**src/rtl/decode_hazard_stage_pkg.sv**
```systemverilog
// rtl/decode_hazard_stage_pkg.sv - shared constants for the decode/hazard stage
// Purpose: RV32 opcodes, funct codes, ALU operation codes and common literals.
// Ports: none (package).
package decode_hazard_stage_pkg;

  localparam logic TRUE  = 1'b1;
  localparam logic FALSE = 1'b0;

  localparam logic [6:0] OPC_OP     = 7'b0110011;
  localparam logic [6:0] OPC_OP_IMM = 7'b0010011;
  localparam logic [6:0] OPC_LOAD   = 7'b0000011;
  localparam logic [6:0] OPC_STORE  = 7'b0100011;
  localparam logic [6:0] OPC_BRANCH = 7'b1100011;
  localparam logic [6:0] OPC_JALR   = 7'b1100111;
  localparam logic [6:0] OPC_JAL    = 7'b1101111;
  localparam logic [6:0] OPC_LUI    = 7'b0110111;

  localparam logic [2:0] F3_ADD_SUB = 3'b000;
  localparam logic [2:0] F3_BEQ     = 3'b000;
  localparam logic [2:0] F3_BNE     = 3'b001;

  localparam logic [6:0] F7_BASE    = 7'h00;
  localparam logic [6:0] F7_SUB     = 7'h20;
  localparam logic [6:0] F7_MULDIV  = 7'h01;

  localparam int          NO_BYPASS = 0;
  localparam logic [4:0]  X0        = 5'd0;
  localparam logic [31:0] NOP       = 32'h0000_0013;

  typedef enum logic [4:0] {
    ALU_ADDITION       = 5'd0,
    ALU_SUBTRACTION    = 5'd1,
    ALU_MULTIPLICATION = 5'd2,
    ALU_UNCOND_JUMP    = 5'd3,
    ALU_COND_EQ_JUMP   = 5'd4,
    ALU_COND_NE_JUMP   = 5'd5
  } alu_op_e;

endpackage

```
**src/rtl/decode_hazard_stage_if.sv**
```systemverilog
// rtl/decode_hazard_stage_if.sv - fetch/regfile/execute signal bundle for decode
// Purpose: groups the fetch-side handshake, regfile key/value ports and the
// execute-side output register of the decode stage.
// Modports: slave = decode stage view, master = fetch/regfile/execute view.
interface decode_hazard_stage_if #(
  parameter int XLEN         = 32,
  parameter int REG_ADDR_W   = 5,
  parameter int BYPASS_DEPTH = 2,
  parameter int BYP_W        = $clog2(BYPASS_DEPTH + 1)
);

  // fetch side
  logic                  in_valid;
  logic                  in_ready;
  logic [31:0]           instruction_register;
  logic [XLEN-1:0]       current_program_counter;
  logic [XLEN-1:0]       in_passthrough_next_program_counter;
  logic                  kill_instr;

  // register file
  logic [REG_ADDR_W-1:0] source1_register_key;
  logic [REG_ADDR_W-1:0] source2_register_key;
  logic [XLEN-1:0]       source1_register_value;
  logic [XLEN-1:0]       source2_register_value;

  // execute side
  logic                  out_valid;
  logic                  out_ready;
  logic [XLEN-1:0]       operand1;
  logic [XLEN-1:0]       operand2;
  logic [4:0]            alu_operation;
  logic [BYP_W-1:0]      bypass1;
  logic [BYP_W-1:0]      bypass2;
  logic                  dest_register_enable;
  logic [REG_ADDR_W-1:0] dest_register_number;
  logic                  is_load;
  logic [XLEN-1:0]       branch_dest;
  logic [XLEN-1:0]       out_passthrough_next_program_counter;
  logic [31:0]           stall_count;

  modport slave (
    input  in_valid, instruction_register, current_program_counter,
           in_passthrough_next_program_counter, kill_instr,
           source1_register_value, source2_register_value, out_ready,
    output in_ready, source1_register_key, source2_register_key,
           out_valid, operand1, operand2, alu_operation, bypass1, bypass2,
           dest_register_enable, dest_register_number, is_load, branch_dest,
           out_passthrough_next_program_counter, stall_count
  );

  modport master (
    output in_valid, instruction_register, current_program_counter,
           in_passthrough_next_program_counter, kill_instr,
           source1_register_value, source2_register_value, out_ready,
    input  in_ready, source1_register_key, source2_register_key,
           out_valid, operand1, operand2, alu_operation, bypass1, bypass2,
           dest_register_enable, dest_register_number, is_load, branch_dest,
           out_passthrough_next_program_counter, stall_count
  );

endinterface

```
**src/rtl/decode_hazard_stage_bypass_scoreboard.sv**
```systemverilog
// rtl/decode_hazard_stage_bypass_scoreboard.sv - destination history and forwarding match
// Purpose: shift register of the last BYPASS_DEPTH issued destinations plus
// priority match for both sources and the load-use flag.
// Ports: clk/reset; i_shift/i_push_* load a new entry 1; i_rs*/i_use* are the
// presented sources; o_bypass* give the youngest matching stage, o_load_use
// flags a load in entry 1 feeding a used source.
module bypass_scoreboard
  import decode_hazard_stage_pkg::*;
#(
  parameter int REG_ADDR_W   = 5,
  parameter int BYPASS_DEPTH = 2,
  parameter int BYP_W        = $clog2(BYPASS_DEPTH + 1)
) (
  input  logic                  clk,
  input  logic                  reset,
  input  logic                  i_shift,
  input  logic                  i_push_valid,
  input  logic [REG_ADDR_W-1:0] i_push_rd,
  input  logic                  i_push_load,
  input  logic [REG_ADDR_W-1:0] i_rs1,
  input  logic [REG_ADDR_W-1:0] i_rs2,
  input  logic                  i_use1,
  input  logic                  i_use2,
  output logic [BYP_W-1:0]      o_bypass1,
  output logic [BYP_W-1:0]      o_bypass2,
  output logic                  o_load_use
);

  // r_valid already folds in "destination enabled", so x0 writers never match.
  logic                  r_valid [BYPASS_DEPTH];
  logic [REG_ADDR_W-1:0] r_rd    [BYPASS_DEPTH];
  logic                  r_load  [BYPASS_DEPTH];

  logic w_src1_live;
  logic w_src2_live;

  assign w_src1_live = i_use1 && (i_rs1 != REG_ADDR_W'(X0));
  assign w_src2_live = i_use2 && (i_rs2 != REG_ADDR_W'(X0));

  always_ff @(posedge clk) begin
    if (reset) begin
      for (int k = 0; k < BYPASS_DEPTH; k++) begin
        r_valid[k] <= FALSE;
        r_rd[k]    <= '0;
        r_load[k]  <= FALSE;
      end
    end else if (i_shift) begin
      r_valid[0] <= i_push_valid;
      r_rd[0]    <= i_push_rd;
      r_load[0]  <= i_push_load;
      for (int k = 1; k < BYPASS_DEPTH; k++) begin
        r_valid[k] <= r_valid[k-1];
        r_rd[k]    <= r_rd[k-1];
        r_load[k]  <= r_load[k-1];
      end
    end
  end

  // Walk oldest to youngest so the youngest (lowest stage) match wins.
  always_comb begin
    o_bypass1 = BYP_W'(NO_BYPASS);
    o_bypass2 = BYP_W'(NO_BYPASS);
    for (int k = BYPASS_DEPTH - 1; k >= 0; k--) begin
      if (w_src1_live && r_valid[k] && (r_rd[k] == i_rs1)) o_bypass1 = BYP_W'(k + 1);
      if (w_src2_live && r_valid[k] && (r_rd[k] == i_rs2)) o_bypass2 = BYP_W'(k + 1);
    end
  end

  assign o_load_use = r_valid[0] && r_load[0] &&
                      ((w_src1_live && (r_rd[0] == i_rs1)) ||
                       (w_src2_live && (r_rd[0] == i_rs2)));

endmodule

```
**src/rtl/decode_hazard_stage.sv**
```systemverilog
// rtl/decode_hazard_stage.sv - RV32 decode stage with forwarding selects and load-use bubble
// Purpose: decodes one instruction per cycle into a registered output, reads the
// regfile combinationally, tracks issued destinations for forwarding and inserts
// one bubble on a load-use hazard.
// Ports: clk, reset (sync, active-high); bus (slave) carries the fetch handshake,
// regfile key/value pairs and the execute-side output register.
module decode_hazard_stage
  import decode_hazard_stage_pkg::*;
#(
  parameter int XLEN         = 32,
  parameter int REG_ADDR_W   = 5,
  parameter int BYPASS_DEPTH = 2,
  parameter int BYP_W        = $clog2(BYPASS_DEPTH + 1)
) (
  input  logic clk,
  input  logic reset,
  decode_hazard_stage_if.slave bus
);

  logic [31:0]           w_ir;
  logic [6:0]            w_opcode;
  logic [2:0]            w_f3;
  logic [6:0]            w_f7;
  logic [REG_ADDR_W-1:0] w_rd;
  logic [REG_ADDR_W-1:0] w_rs1;
  logic [REG_ADDR_W-1:0] w_rs2;

  logic [XLEN-1:0]       w_imm_i;
  logic [XLEN-1:0]       w_imm_s;
  logic [XLEN-1:0]       w_imm_b;
  logic [XLEN-1:0]       w_imm_u;
  logic [XLEN-1:0]       w_imm_j;
  logic signed [31:0]    w_u32;

  logic                  w_use1;
  logic                  w_use2;
  logic [XLEN-1:0]       w_op1;
  logic [XLEN-1:0]       w_op2;
  alu_op_e               w_alu;
  logic                  w_dest_en;
  logic                  w_is_load;
  logic [XLEN-1:0]       w_branch;

  logic [BYP_W-1:0]      w_byp1;
  logic [BYP_W-1:0]      w_byp2;
  logic                  w_load_use;
  logic                  w_can_write;
  logic                  w_kill;
  logic                  w_hazard;
  logic                  w_accept;

  logic                  r_out_valid;
  logic [XLEN-1:0]       r_op1;
  logic [XLEN-1:0]       r_op2;
  alu_op_e               r_alu;
  logic [BYP_W-1:0]      r_byp1;
  logic [BYP_W-1:0]      r_byp2;
  logic                  r_dest_en;
  logic [REG_ADDR_W-1:0] r_dest_num;
  logic                  r_is_load;
  logic [XLEN-1:0]       r_branch;
  logic [XLEN-1:0]       r_npc;
  logic [31:0]           r_stall_count;

  assign w_ir     = bus.instruction_register;
  assign w_opcode = w_ir[6:0];
  assign w_f3     = w_ir[14:12];
  assign w_f7     = w_ir[31:25];
  assign w_rd     = REG_ADDR_W'(w_ir[11:7]);
  assign w_rs1    = REG_ADDR_W'(w_ir[19:15]);
  assign w_rs2    = REG_ADDR_W'(w_ir[24:20]);

  assign w_imm_i = {{(XLEN-12){w_ir[31]}}, w_ir[31:20]};
  assign w_imm_s = {{(XLEN-12){w_ir[31]}}, w_ir[31:25], w_ir[11:7]};
  assign w_imm_b = {{(XLEN-13){w_ir[31]}}, w_ir[31], w_ir[7], w_ir[30:25], w_ir[11:8], 1'b0};
  assign w_u32   = {w_ir[31:12], 12'b0};
  assign w_imm_u = XLEN'(w_u32);
  assign w_imm_j = {{(XLEN-21){w_ir[31]}}, w_ir[31], w_ir[19:12], w_ir[20], w_ir[30:21], 1'b0};

  assign bus.source1_register_key = w_rs1;
  assign bus.source2_register_key = w_rs2;

  always_comb begin
    w_use1    = FALSE;
    w_use2    = FALSE;
    w_op1     = bus.source1_register_value;
    w_op2     = '0;
    w_alu     = ALU_ADDITION;
    w_dest_en = FALSE;
    w_is_load = FALSE;
    w_branch  = '0;
    case (w_opcode)
      OPC_OP: begin
        w_use1    = TRUE;
        w_use2    = TRUE;
        w_op2     = bus.source2_register_value;
        w_dest_en = TRUE;
        if (w_f3 == F3_ADD_SUB && w_f7 == F7_SUB)         w_alu = ALU_SUBTRACTION;
        else if (w_f3 == F3_ADD_SUB && w_f7 == F7_MULDIV) w_alu = ALU_MULTIPLICATION;
      end
      OPC_OP_IMM: begin
        w_use1    = TRUE;
        w_op2     = w_imm_i;
        w_dest_en = TRUE;
      end
      OPC_LOAD: begin
        w_use1    = TRUE;
        w_op2     = w_imm_i;
        w_dest_en = TRUE;
        w_is_load = TRUE;
      end
      OPC_STORE: begin
        w_use1 = TRUE;
        w_use2 = TRUE;
        w_op2  = w_imm_s;
      end
      OPC_BRANCH: begin
        w_use1   = TRUE;
        w_use2   = TRUE;
        w_op2    = bus.source2_register_value;
        w_branch = bus.current_program_counter + w_imm_b;
        if (w_f3 == F3_BEQ)      w_alu = ALU_COND_EQ_JUMP;
        else if (w_f3 == F3_BNE) w_alu = ALU_COND_NE_JUMP;
      end
      OPC_JALR: begin
        w_use1    = TRUE;
        w_op2     = {w_imm_i[XLEN-1:1], 1'b0};
        w_dest_en = TRUE;
        w_alu     = ALU_UNCOND_JUMP;
      end
      OPC_JAL: begin
        w_dest_en = TRUE;
        w_alu     = ALU_UNCOND_JUMP;
        w_branch  = bus.current_program_counter + w_imm_j;
      end
      OPC_LUI: begin
        w_op1     = '0;
        w_op2     = w_imm_u;
        w_dest_en = TRUE;
      end
      default: ;
    endcase
    if (w_rd == REG_ADDR_W'(X0)) w_dest_en = FALSE;
  end

  // The output register (and with it the history) may only be overwritten
  // when it is empty or execute is taking it this cycle.
  assign w_can_write = !r_out_valid || bus.out_ready;
  assign w_kill      = bus.in_valid && bus.kill_instr;
  assign w_hazard    = bus.in_valid && !bus.kill_instr && w_load_use;
  assign w_accept    = w_can_write && bus.in_valid && !bus.kill_instr && !w_load_use;
  assign bus.in_ready = w_can_write && (w_kill || !w_hazard);

  bypass_scoreboard #(
    .REG_ADDR_W   (REG_ADDR_W),
    .BYPASS_DEPTH (BYPASS_DEPTH),
    .BYP_W        (BYP_W)
  ) u_scoreboard (
    .clk          (clk),
    .reset        (reset),
    .i_shift      (w_can_write),
    .i_push_valid (w_accept && w_dest_en),
    .i_push_rd    (w_rd),
    .i_push_load  (w_is_load),
    .i_rs1        (w_rs1),
    .i_rs2        (w_rs2),
    .i_use1       (w_use1),
    .i_use2       (w_use2),
    .o_bypass1    (w_byp1),
    .o_bypass2    (w_byp2),
    .o_load_use   (w_load_use)
  );

  always_ff @(posedge clk) begin
    if (reset) begin
      r_out_valid   <= FALSE;
      r_op1         <= '0;
      r_op2         <= '0;
      r_alu         <= ALU_ADDITION;
      r_byp1        <= BYP_W'(NO_BYPASS);
      r_byp2        <= BYP_W'(NO_BYPASS);
      r_dest_en     <= FALSE;
      r_dest_num    <= REG_ADDR_W'(X0);
      r_is_load     <= FALSE;
      r_branch      <= '0;
      r_npc         <= '0;
      r_stall_count <= '0;
    end else begin
      if (w_can_write) r_out_valid <= w_accept;
      // Payload only moves on a real accept; a bubble just drops out_valid.
      if (w_accept) begin
        r_op1      <= w_op1;
        r_op2      <= w_op2;
        r_alu      <= w_alu;
        r_byp1     <= w_byp1;
        r_byp2     <= w_byp2;
        r_dest_en  <= w_dest_en;
        r_dest_num <= w_rd;
        r_is_load  <= w_is_load;
        r_branch   <= w_branch;
        r_npc      <= bus.in_passthrough_next_program_counter;
      end
      if (w_can_write && w_hazard && (r_stall_count != '1))
        r_stall_count <= r_stall_count + 32'd1;
    end
  end

  assign bus.out_valid                            = r_out_valid;
  assign bus.operand1                             = r_op1;
  assign bus.operand2                             = r_op2;
  assign bus.alu_operation                        = r_alu;
  assign bus.bypass1                              = r_byp1;
  assign bus.bypass2                              = r_byp2;
  assign bus.dest_register_enable                 = r_dest_en;
  assign bus.dest_register_number                 = r_dest_num;
  assign bus.is_load                              = r_is_load;
  assign bus.branch_dest                          = r_branch;
  assign bus.out_passthrough_next_program_counter = r_npc;
  assign bus.stall_count                          = r_stall_count;

endmodule

```
**src/flat_wrapper.sv**
```systemverilog
// flat-port wrapper written by rule: the top's interface ports become plain ports
module decode_hazard_stage_flat import decode_hazard_stage_pkg::*;
#(
  parameter int XLEN         = 32,
  parameter int REG_ADDR_W   = 5,
  parameter int BYPASS_DEPTH = 2,
  parameter int BYP_W        = $clog2(BYPASS_DEPTH + 1)
)
  (clk, reset, bus_in_valid, bus_instruction_register, bus_current_program_counter, bus_in_passthrough_next_program_counter, bus_kill_instr, bus_source1_register_value, bus_source2_register_value, bus_out_ready, bus_in_ready, bus_source1_register_key, bus_source2_register_key, bus_out_valid, bus_operand1, bus_operand2, bus_alu_operation, bus_bypass1, bus_bypass2, bus_dest_register_enable, bus_dest_register_number, bus_is_load, bus_branch_dest, bus_out_passthrough_next_program_counter, bus_stall_count);
  decode_hazard_stage_if #(.XLEN(XLEN), .REG_ADDR_W(REG_ADDR_W), .BYPASS_DEPTH(BYPASS_DEPTH), .BYP_W(BYP_W)) bus_i ();
  input  logic clk;
  input  logic reset;
  input wire logic [$bits(bus_i.in_valid)-1:0] bus_in_valid;
  input wire logic [$bits(bus_i.instruction_register)-1:0] bus_instruction_register;
  input wire logic [$bits(bus_i.current_program_counter)-1:0] bus_current_program_counter;
  input wire logic [$bits(bus_i.in_passthrough_next_program_counter)-1:0] bus_in_passthrough_next_program_counter;
  input wire logic [$bits(bus_i.kill_instr)-1:0] bus_kill_instr;
  input wire logic [$bits(bus_i.source1_register_value)-1:0] bus_source1_register_value;
  input wire logic [$bits(bus_i.source2_register_value)-1:0] bus_source2_register_value;
  input wire logic [$bits(bus_i.out_ready)-1:0] bus_out_ready;
  output wire logic [$bits(bus_i.in_ready)-1:0] bus_in_ready;
  output wire logic [$bits(bus_i.source1_register_key)-1:0] bus_source1_register_key;
  output wire logic [$bits(bus_i.source2_register_key)-1:0] bus_source2_register_key;
  output wire logic [$bits(bus_i.out_valid)-1:0] bus_out_valid;
  output wire logic [$bits(bus_i.operand1)-1:0] bus_operand1;
  output wire logic [$bits(bus_i.operand2)-1:0] bus_operand2;
  output wire logic [$bits(bus_i.alu_operation)-1:0] bus_alu_operation;
  output wire logic [$bits(bus_i.bypass1)-1:0] bus_bypass1;
  output wire logic [$bits(bus_i.bypass2)-1:0] bus_bypass2;
  output wire logic [$bits(bus_i.dest_register_enable)-1:0] bus_dest_register_enable;
  output wire logic [$bits(bus_i.dest_register_number)-1:0] bus_dest_register_number;
  output wire logic [$bits(bus_i.is_load)-1:0] bus_is_load;
  output wire logic [$bits(bus_i.branch_dest)-1:0] bus_branch_dest;
  output wire logic [$bits(bus_i.out_passthrough_next_program_counter)-1:0] bus_out_passthrough_next_program_counter;
  output wire logic [$bits(bus_i.stall_count)-1:0] bus_stall_count;
  assign bus_i.in_valid = bus_in_valid;
  assign bus_i.instruction_register = bus_instruction_register;
  assign bus_i.current_program_counter = bus_current_program_counter;
  assign bus_i.in_passthrough_next_program_counter = bus_in_passthrough_next_program_counter;
  assign bus_i.kill_instr = bus_kill_instr;
  assign bus_i.source1_register_value = bus_source1_register_value;
  assign bus_i.source2_register_value = bus_source2_register_value;
  assign bus_i.out_ready = bus_out_ready;
  assign bus_in_ready = bus_i.in_ready;
  assign bus_source1_register_key = bus_i.source1_register_key;
  assign bus_source2_register_key = bus_i.source2_register_key;
  assign bus_out_valid = bus_i.out_valid;
  assign bus_operand1 = bus_i.operand1;
  assign bus_operand2 = bus_i.operand2;
  assign bus_alu_operation = bus_i.alu_operation;
  assign bus_bypass1 = bus_i.bypass1;
  assign bus_bypass2 = bus_i.bypass2;
  assign bus_dest_register_enable = bus_i.dest_register_enable;
  assign bus_dest_register_number = bus_i.dest_register_number;
  assign bus_is_load = bus_i.is_load;
  assign bus_branch_dest = bus_i.branch_dest;
  assign bus_out_passthrough_next_program_counter = bus_i.out_passthrough_next_program_counter;
  assign bus_stall_count = bus_i.stall_count;
  decode_hazard_stage #(.XLEN(XLEN), .REG_ADDR_W(REG_ADDR_W), .BYPASS_DEPTH(BYPASS_DEPTH), .BYP_W(BYP_W)) u_core (.clk(clk), .reset(reset), .bus(bus_i));
endmodule
```
**config.mk**
```make
export PLATFORM = sky130hd
export DESIGN_NAME = decode_hazard_stage_flat
export DESIGN_NICKNAME = d
export VERILOG_FILES = /design/src/rtl/decode_hazard_stage_pkg.sv /design/src/rtl/decode_hazard_stage_if.sv /design/src/rtl/decode_hazard_stage_bypass_scoreboard.sv /design/src/rtl/decode_hazard_stage.sv /design/src/flat_wrapper.sv
export SDC_FILE = /design/constraint.sdc
export NUM_CORES = 1
export LEC_CHECK = 0
export ABC_AREA = 1
export BUFFER_PORTS_ARGS = -buffer_cell sky130_fd_sc_hd__clkbuf_2
export CAP_MARGIN = 10
export CORE_MARGIN = 10
export CORE_UTILIZATION = 43
export DETAILED_ROUTE_END_ITERATION = 12
export GPL_TIMING_DRIVEN = 0
export PLACE_DENSITY = 0.69
export SLEW_MARGIN = 15
export SYNTH_ARGS = -nofsm -noshare
export SYNTH_HDL_FRONTEND = slang
export SYNTH_SLANG_ARGS = --single-unit
```
**constraint.sdc**
```tcl
create_clock -name clk -period 4.9 [get_ports clk]
set_input_delay 0 -clock clk [delete_from_list [all_inputs] [get_ports clk]]
set_output_delay 0 -clock clk [all_outputs]
set_load 0.01 [all_outputs]
```
# After elaboration in Yosys (flattened, before gate mapping)
# Memories as Yosys holds them, arrays and structs flattened.
# Cells that the tools add are included.
[totals]
out_inout_bits = 188
memories = 3
ram_bits = 14
register_bits = 177
elab_cells = 111
input_bits = 165
[classes]
muxes = 28
bitwise_logic = 6
reduce_logical = 43
n_eq_ne = 16
addsub = 3
[memory_table]
columns = ["name", "depth", "word_bits", "read_ports", "rd_ports_with_merged_regs", "wr", "line", "source"]
rows = [
  ["u_core.u_scoreboard.r_rd", 2, 5, 2, 0, 2, "decode_hazard_stage_bypass_scoreboard.sv:31", "logic [REG_ADDR_W-1:0] r_rd [BYPASS_DEPTH];"],
  ["u_core.u_scoreboard.r_load", 2, 1, 1, 0, 2, "decode_hazard_stage_bypass_scoreboard.sv:32", "logic r_load [BYPASS_DEPTH];"],
  ["u_core.u_scoreboard.r_valid", 2, 1, 2, 0, 2, "decode_hazard_stage_bypass_scoreboard.sv:30", "logic r_valid [BYPASS_DEPTH];"],
]
[ops]
columns = ["op", "n"]
rows = [
  ["32-bit one-hot mux with 5 select lines", 1],
  ["32-bit adder", 2],
  ["32-bit one-hot mux with 2 select lines", 1],
  ["32-bit by 1-bit adder with 32-bit output (second input constant)", 1],
  ["32-bit two-way mux", 1],
  ["32-bit != test (second input constant)", 1],
  ["7-bit by 6-bit equality test with 1-bit output (second input constant)", 4],
  ["1-bit logical AND", 26],
  ["7-bit equality test (second input constant)", 3],
  ["5-bit equality test", 4],
  ["5-bit two-way mux", 4],
  ["5-bit one-hot mux with 3 select lines", 1],
  ["1-bit two-way mux", 14],
  ["6-bit OR reduction", 2],
  ["2-bit two-way mux", 5],
  ["5-bit nonzero test", 2],
  ["7-bit by 1-bit equality test with 1-bit output (second input constant)", 1],
  ["7-bit by 2-bit equality test with 1-bit output (second input constant)", 1],
  ["7-bit by 5-bit equality test with 1-bit output (second input constant)", 1],
  ["1-bit OR", 6],
  ["2-bit OR reduction", 3],
  ["5-bit logical NOT", 1],
  ["1-bit logical NOT", 4],
  ["3-bit by 1-bit equality test with 1-bit output (second input constant)", 1],
  ["other kinds (4)", 6],
]

# Longest topological paths before layout
[depth]
ltp_word = 11
depth_mapped = 24
depth_no_buf = 23

# Hierarchy
# A second synthesis with hierarchy kept.
[unflattened]
cells_unflattened = 1693
area_unflattened_um2 = 10920.5
[by_module_without_submodules]
columns = ["mod", "seq_area_each_um2", "area_each_um2", "cells_per_inst", "instances"]
rows = [
  ["decode_hazard_stage", 3503.4, 10043.4, 1582, 1],
  ["bypass_scoreboard", 390.4, 877.1, 111, 1],
]

# Worst setup path after synthesis
# Ideal clock, no wire load.
[synth_path]
kind = "in2reg"
start = "input bus_instruction_register[4]"
end = "register u_core.r_branch[27], in the netlist u_core.bus.branch_dest[27]"
arrival_time_ns = 2.298
path_stages = 23
path_buffers = 1
required_ns = 4.772
slack_ns = 2.475
setup_ns = 0.128
cell_sequence = "inv_1 nand3_2 inv_2 nand4_1 clkbuf_1 a21oi_1 ha_1 inv_1 fa_1 inv_1 nand3_1 nand3_1 nand2_1 nand2_1 nand2_1 nand3_1 nand2_1 nand2_1 nand2_1 nand2_1 nor2_1 nor2_1 nor2_1"
[synth_between]
elab_chain_cells = 9
word_cells_on_any_way = 20
classes_between = "eq/ne: 7; mux: 3; reduce/logical: 10"
[synth_rtl]
columns = ["element", "line", "source"]
rows = [
  ["start: declaration", "flat_wrapper.sv:14", "input wire logic [$bits(bus_i.instruction_register)-1:0] bus_instruction_register;"],
  ["7-bit by 6-bit equality test with 1-bit output, or another cell as far along", "decode_hazard_stage.sv:92", "case (w_opcode)"],
  ["6-bit OR reduction (no source line) or 3-bit OR reduction (tied branches)", "--", ""],
  ["1-bit two-way mux", "decode_hazard_stage.sv:92", ""],
  ["1-bit logical AND (on tied branches)", "decode_hazard_stage_bypass_scoreboard.sv:37, decode_hazard_stage_bypass_scoreboard.sv:38", ""],
  ["1-bit logical AND (on tied branches)", "decode_hazard_stage_bypass_scoreboard.sv:70, decode_hazard_stage_bypass_scoreboard.sv:71", ""],
  ["1-bit logical OR", "decode_hazard_stage_bypass_scoreboard.sv:70", "((w_src1_live && (r_rd[0] == i_rs1)) ||"],
  ["1-bit logical AND", "decode_hazard_stage_bypass_scoreboard.sv:69", "assign o_load_use = r_valid[0] && r_load[0] &&"],
  ["1-bit logical NOT", "decode_hazard_stage.sv:151", "assign w_accept = w_can_write && bus.in_valid && !bus.kill_instr && !w_load_use;"],
  ["1-bit logical AND", "decode_hazard_stage.sv:151", ""],
  ["end signal: assignment", "decode_hazard_stage.sv:200", "r_branch <= w_branch;"],
  ["end: declaration", "decode_hazard_stage.sv:61", "logic [XLEN-1:0] r_branch;"],
]
# Parallel ways exist; a longest one is shown, timed or not.
# A chain may end at the register's enable or synchronous reset.

# Final worst setup path
# Ends and elaborated chain as after synthesis.

==> metrics.md <==
| Metric | Value |
|---|---|
| GPL Wtd Cong | `0.954` |
| Most frequent cell after synthesis | `nand2_1` |
| Compound-Gate Fraction of Synth Area | `13.1%` |
| R2r setup slk | `roughly 2.6 ns` |
| Hpwl dp | `~36 mm` |
| Area growth syn-to-layout | `34.5%` |
| Clock Skews | `a little under 0.02 ns` |
| Initial DRC Count | `between 1000 and 1500` |
| Syn Std Cell Area | `~11000 um2` |
| Initial antenna violation count | `2` |
| Clock latency on the worst-skew pair | `around 0.43 ns` |
| Synth cell count leaders | `nand2_1, nor2_1, dfxtp_1, inv_1, a21oi_1` |
| Largest net degree at the start of global routing | `20` |
| Remaining DRCs | `0` |
| CP Launch Type | `input port` |
| Leak | `just over 0.007 uW` |
| CP max stage delay | `~0.40 ns` |
| Layout cells sized above 1 | `22.1%` |
| Status | `completed` |
| Max cap viols | `0` |
| Clock root cell | `clkbuf_16` |
| Worst R2R End | `u_core.bus.stall_count[30]$_SDFFE_PP0P_` |
| Power per cell area | `~270 nW/um2` |
| Fmax | `0.350 GHz` |
| Die footprint | `32100 um2` |
| Cts bufs inserted | `17` |
| Crit Path Max Fanout | `10` |
| Fin crit period | `around 2.9 ns` |
| Hold Path Depth | `5` |
| Hold Path Class | `in -> reg` |
| Library cells used by synthesis | `between 40 and 50` |
| Chip height | `~180 um` |
| Top post-synthesis cells by area | `dfxtp_1, nand2_1, nor2_1` |
| Syn avg cell area | `6.67 um2` |
| Reg2reg start | `u_core.bus.stall_count[1]$_SDFFE_PP0P_` |
| XOR/XNOR Fraction of Synth Area | `under 10%` |
| Port bufs | `roughly 350` |
| CP Cell Sequence | `clkbuf_2, inv_1, nand3_2, inv_2, nand4_1, clkbuf_1, a21oi_1, ha_1, inv_1, fa_1, inv_1, nand3_1, nand3_1, nand2_1, nand2_1, nand2_1, nand3_1, nand2_1, nand2_1, nand2_1, nand2_1, nor2_1, nor2_1, nor2_1` |
| Setup bufs post-CTS | `0` |
| Mux contribution to synthesized area | `0%` |
| Tcrit/Tclk final | `between 50% and 60%` |
| Global-route wire length before repair | `67.7 mm` |
| TritonCTS sink count | `roughly 190` |
| Area leader, netlist | `dfxtp_1` |
| Clock buffer depth | `2` |
| Std-Cell Rows | `58` |
| Total GRT Usage | `between 20% and 30%` |
| Top Ports | `about 350` |
| CTS tree | `built` |
| Kind of cell adding the most delay to the critical path | `simple AND/OR/NAND/NOR gates` |
| Sequential share of the synthesized area | `between 30% and 40%` |
| Worst EP arrival | `between 3 and 4 ns` |
| Setup Crit Path Kind | `in -> reg` |
| Total power | `3890 uW` |
| Synth Register Bits | `~190` |
| Worst-path clk slew | `roughly 0.08 ns` |
| Main combinational cell family by area after synthesis | `simple AND/OR/NAND/NOR gates` |
| Syn. warnings | `0` |
| WL final | `45.1 mm` |
| Vias | `roughly 13000` |
| CP Buf/Inv Count | `6` |
| Vias in the first global route | `12249` |
| Top cell type's share of synthesized area | `around 32%` |
| DR vias/cell | `just over 5` |
| CP most frequent cell | `nand2_1` |
| Cell count after synthesis | `roughly 1600` |
| Core ar. | `around 25000 um2` |
| Worst path slowest cell | `fa_1` |
| Actual slew at the worst max-slew pin | `0.742 ns` |
| Routed Antenna Nets | `0` |
| Final Hold Fails | `0` |
| Post-synth EDFFs | `13` |
| Rel. slew slack | `50.5%` |
| Max VDD drop | `approximately 0.25 mV` |
| Width of the die | `179 um` |
| WL per Instance | `approximately 18 um` |
| Initial core utilization | `a little over two fifths` |
| Gr ovfl total | `0` |
| Crit end category | `flop` |
| Final setup violation count | `0` |
| Simple-gate share of the synthesized area | `approximately 34%` |
| Hold EP | `u_core.bus.operand2[24]$_SDFFE_PP0P_` |
| Post-CTS Resized | `0` |
| Ys flop type | `dfxtp_1` |
| Required @ worst endpoint | `a little over 5 ns` |
| Asr flop ratio synth | `0%` |
| Hold_buf cts | `97` |
| RSZ-0062 raised after global routing | `no` |
| Max-slew violation count | `0` |
| Nets | `about 2300` |
| Hold path startpoint | `bus_source2_register_value[24]` |
| H-tree Lvls | `4` |
| Number of detailed-route iterations in the first pass | `7` |
| Setup TNS | `0 ns` |
| R2R depth | `13` |
| Adder-Cell Fraction of Synth Area | `approximately 4.1%` |
[report_power, final]
| part | internal (uW) | switching (uW) |
|---|---|---|
| Sequential | 1600 | 32.3 |
| Combinational | 313 | 467 |
| Clock | 784 | 696 |
[layout make-up]
class	count	area, um2
repair buffers	445	2710
inverters	155	584
clock buffers	17	425
clock inverters	15	204
fillers	2437	10400
multi-input cells	1208	5860
flip-flops and latches	188	3890
plain buffers	82	558
well taps	330	413
diodes	1	2.50
[state kept, by name, indices dropped and copies added (netlist names)]
register / flops
u_core.bus.alu_operation: 3
u_core.bus.branch_dest: 32
u_core.bus.bypass1: 2
u_core.bus.bypass2: 2
u_core.bus.dest_register_enable: 1
u_core.bus.dest_register_number: 5
u_core.bus.is_load: 1
u_core.bus.operand1: 32
u_core.bus.operand2: 32
u_core.bus.out_passthrough_next_program_counter: 32
u_core.bus.out_valid: 1
u_core.bus.stall_count: 32
u_core.u_scoreboard.r_load: 1
u_core.u_scoreboard.r_rd: 10
u_core.u_scoreboard.r_valid: 2
[how the worst max path moves through the flow]
stage	from	endpoint	slack, ns	depth (start not counted)
6_report	bus_instruction_register[4]	u_core.bus.branch_dest[27]$_SDFFE_PP0P_	2.04	24
3_5_place_dp	bus_instruction_register[4]	u_core.bus.branch_dest[27]$_SDFFE_PP0P_	1.65	24
5_1_grt	bus_instruction_register[4]	u_core.bus.branch_dest[27]$_SDFFE_PP0P_	1.71	24
3_3_place_gp	bus_instruction_register[4]	u_core.bus.branch_dest[27]$_SDFFE_PP0P_	1.74	24
4_1_cts	bus_instruction_register[4]	u_core.bus.branch_dest[27]$_SDFFE_PP0P_	2.09	24
2_1_floorplan	bus_instruction_register[4]	u_core.bus.branch_dest[27]$_SDFFE_PP0P_	2.47	23
[worst reg2reg max path: stages (launching register included)]
cell,delay (ns)
dfxtp_1,0.43
ha_1,0.22
nand2_1,0.09
nor2_2,0.21
nand2_1,0.09
nor2_2,0.18
nand3_1,0.10
inv_1,0.13
nand2_2,0.13
buf_2,0.23
nand3_1,0.14
nor2_1,0.08
a21oi_1,0.14
nor2_1,0.06
[placed cells by master (no fill, tap or decap), types with 4 or more instances in the layout]
cell and n:
nand2_1 400, clkbuf_2 348, nor2_1 278, dfxtp_1 175, inv_1 150, a21oi_1 136
nand3_1 118, dlygate4sd3_1 97, o21ai_0 92, ha_1 34, clkbuf_1 30, nor3_1 20
xor2_1 19, buf_6 19, a22oi_1 19, clkbuf_16 17, nand4_1 15, buf_4 15
nand3_2 13, xnor2_1 13, edfxtp_1 13, buf_2 10, nor2_2 7, nand3b_1 7
buf_1 5, nand2_2 4, a221oi_1 4, clkinv_8 4
[metal layers]
metal	wire length, um	vias to the layer above	GRT usage, %
li1	-	6191	-
met1	17900	5838	31.7
met2	21500	511	46.1
met3	4000	87	6.63
met4	1680	2	10.9
met5	13	-	0
[through the flow]
step	instance area, um2	hold slack [ns]	worst slack (ns)	util [%]	std cells
finish	14700	0.00210	2.04	58.5	2441
global route	14700	0.0405	1.71	58.5	2441
CTS	14700	0.000120	2.09	58.5	2440
detailed placement	13100	0.198	1.65	52.1	2311
global placement	13100	0.195	1.74	52.1	2311
floorplan	10900	0.0918	2.47	-	1633
[logic make-up (layout without fill, tap and decap cells)]
group | after synthesis | after routing
buffers and inverters | 237 | 714
xor gates and xnor gates | 32 | 32
AOI/OAI and AO/OA | 264 | 264
other | 1 | 3
DFF | 188 | 188
adders and majority gates | 35 | 35
and+or+nand+nor | 875 | 875
No activity file was read; power rests on OpenSTA's default activity.
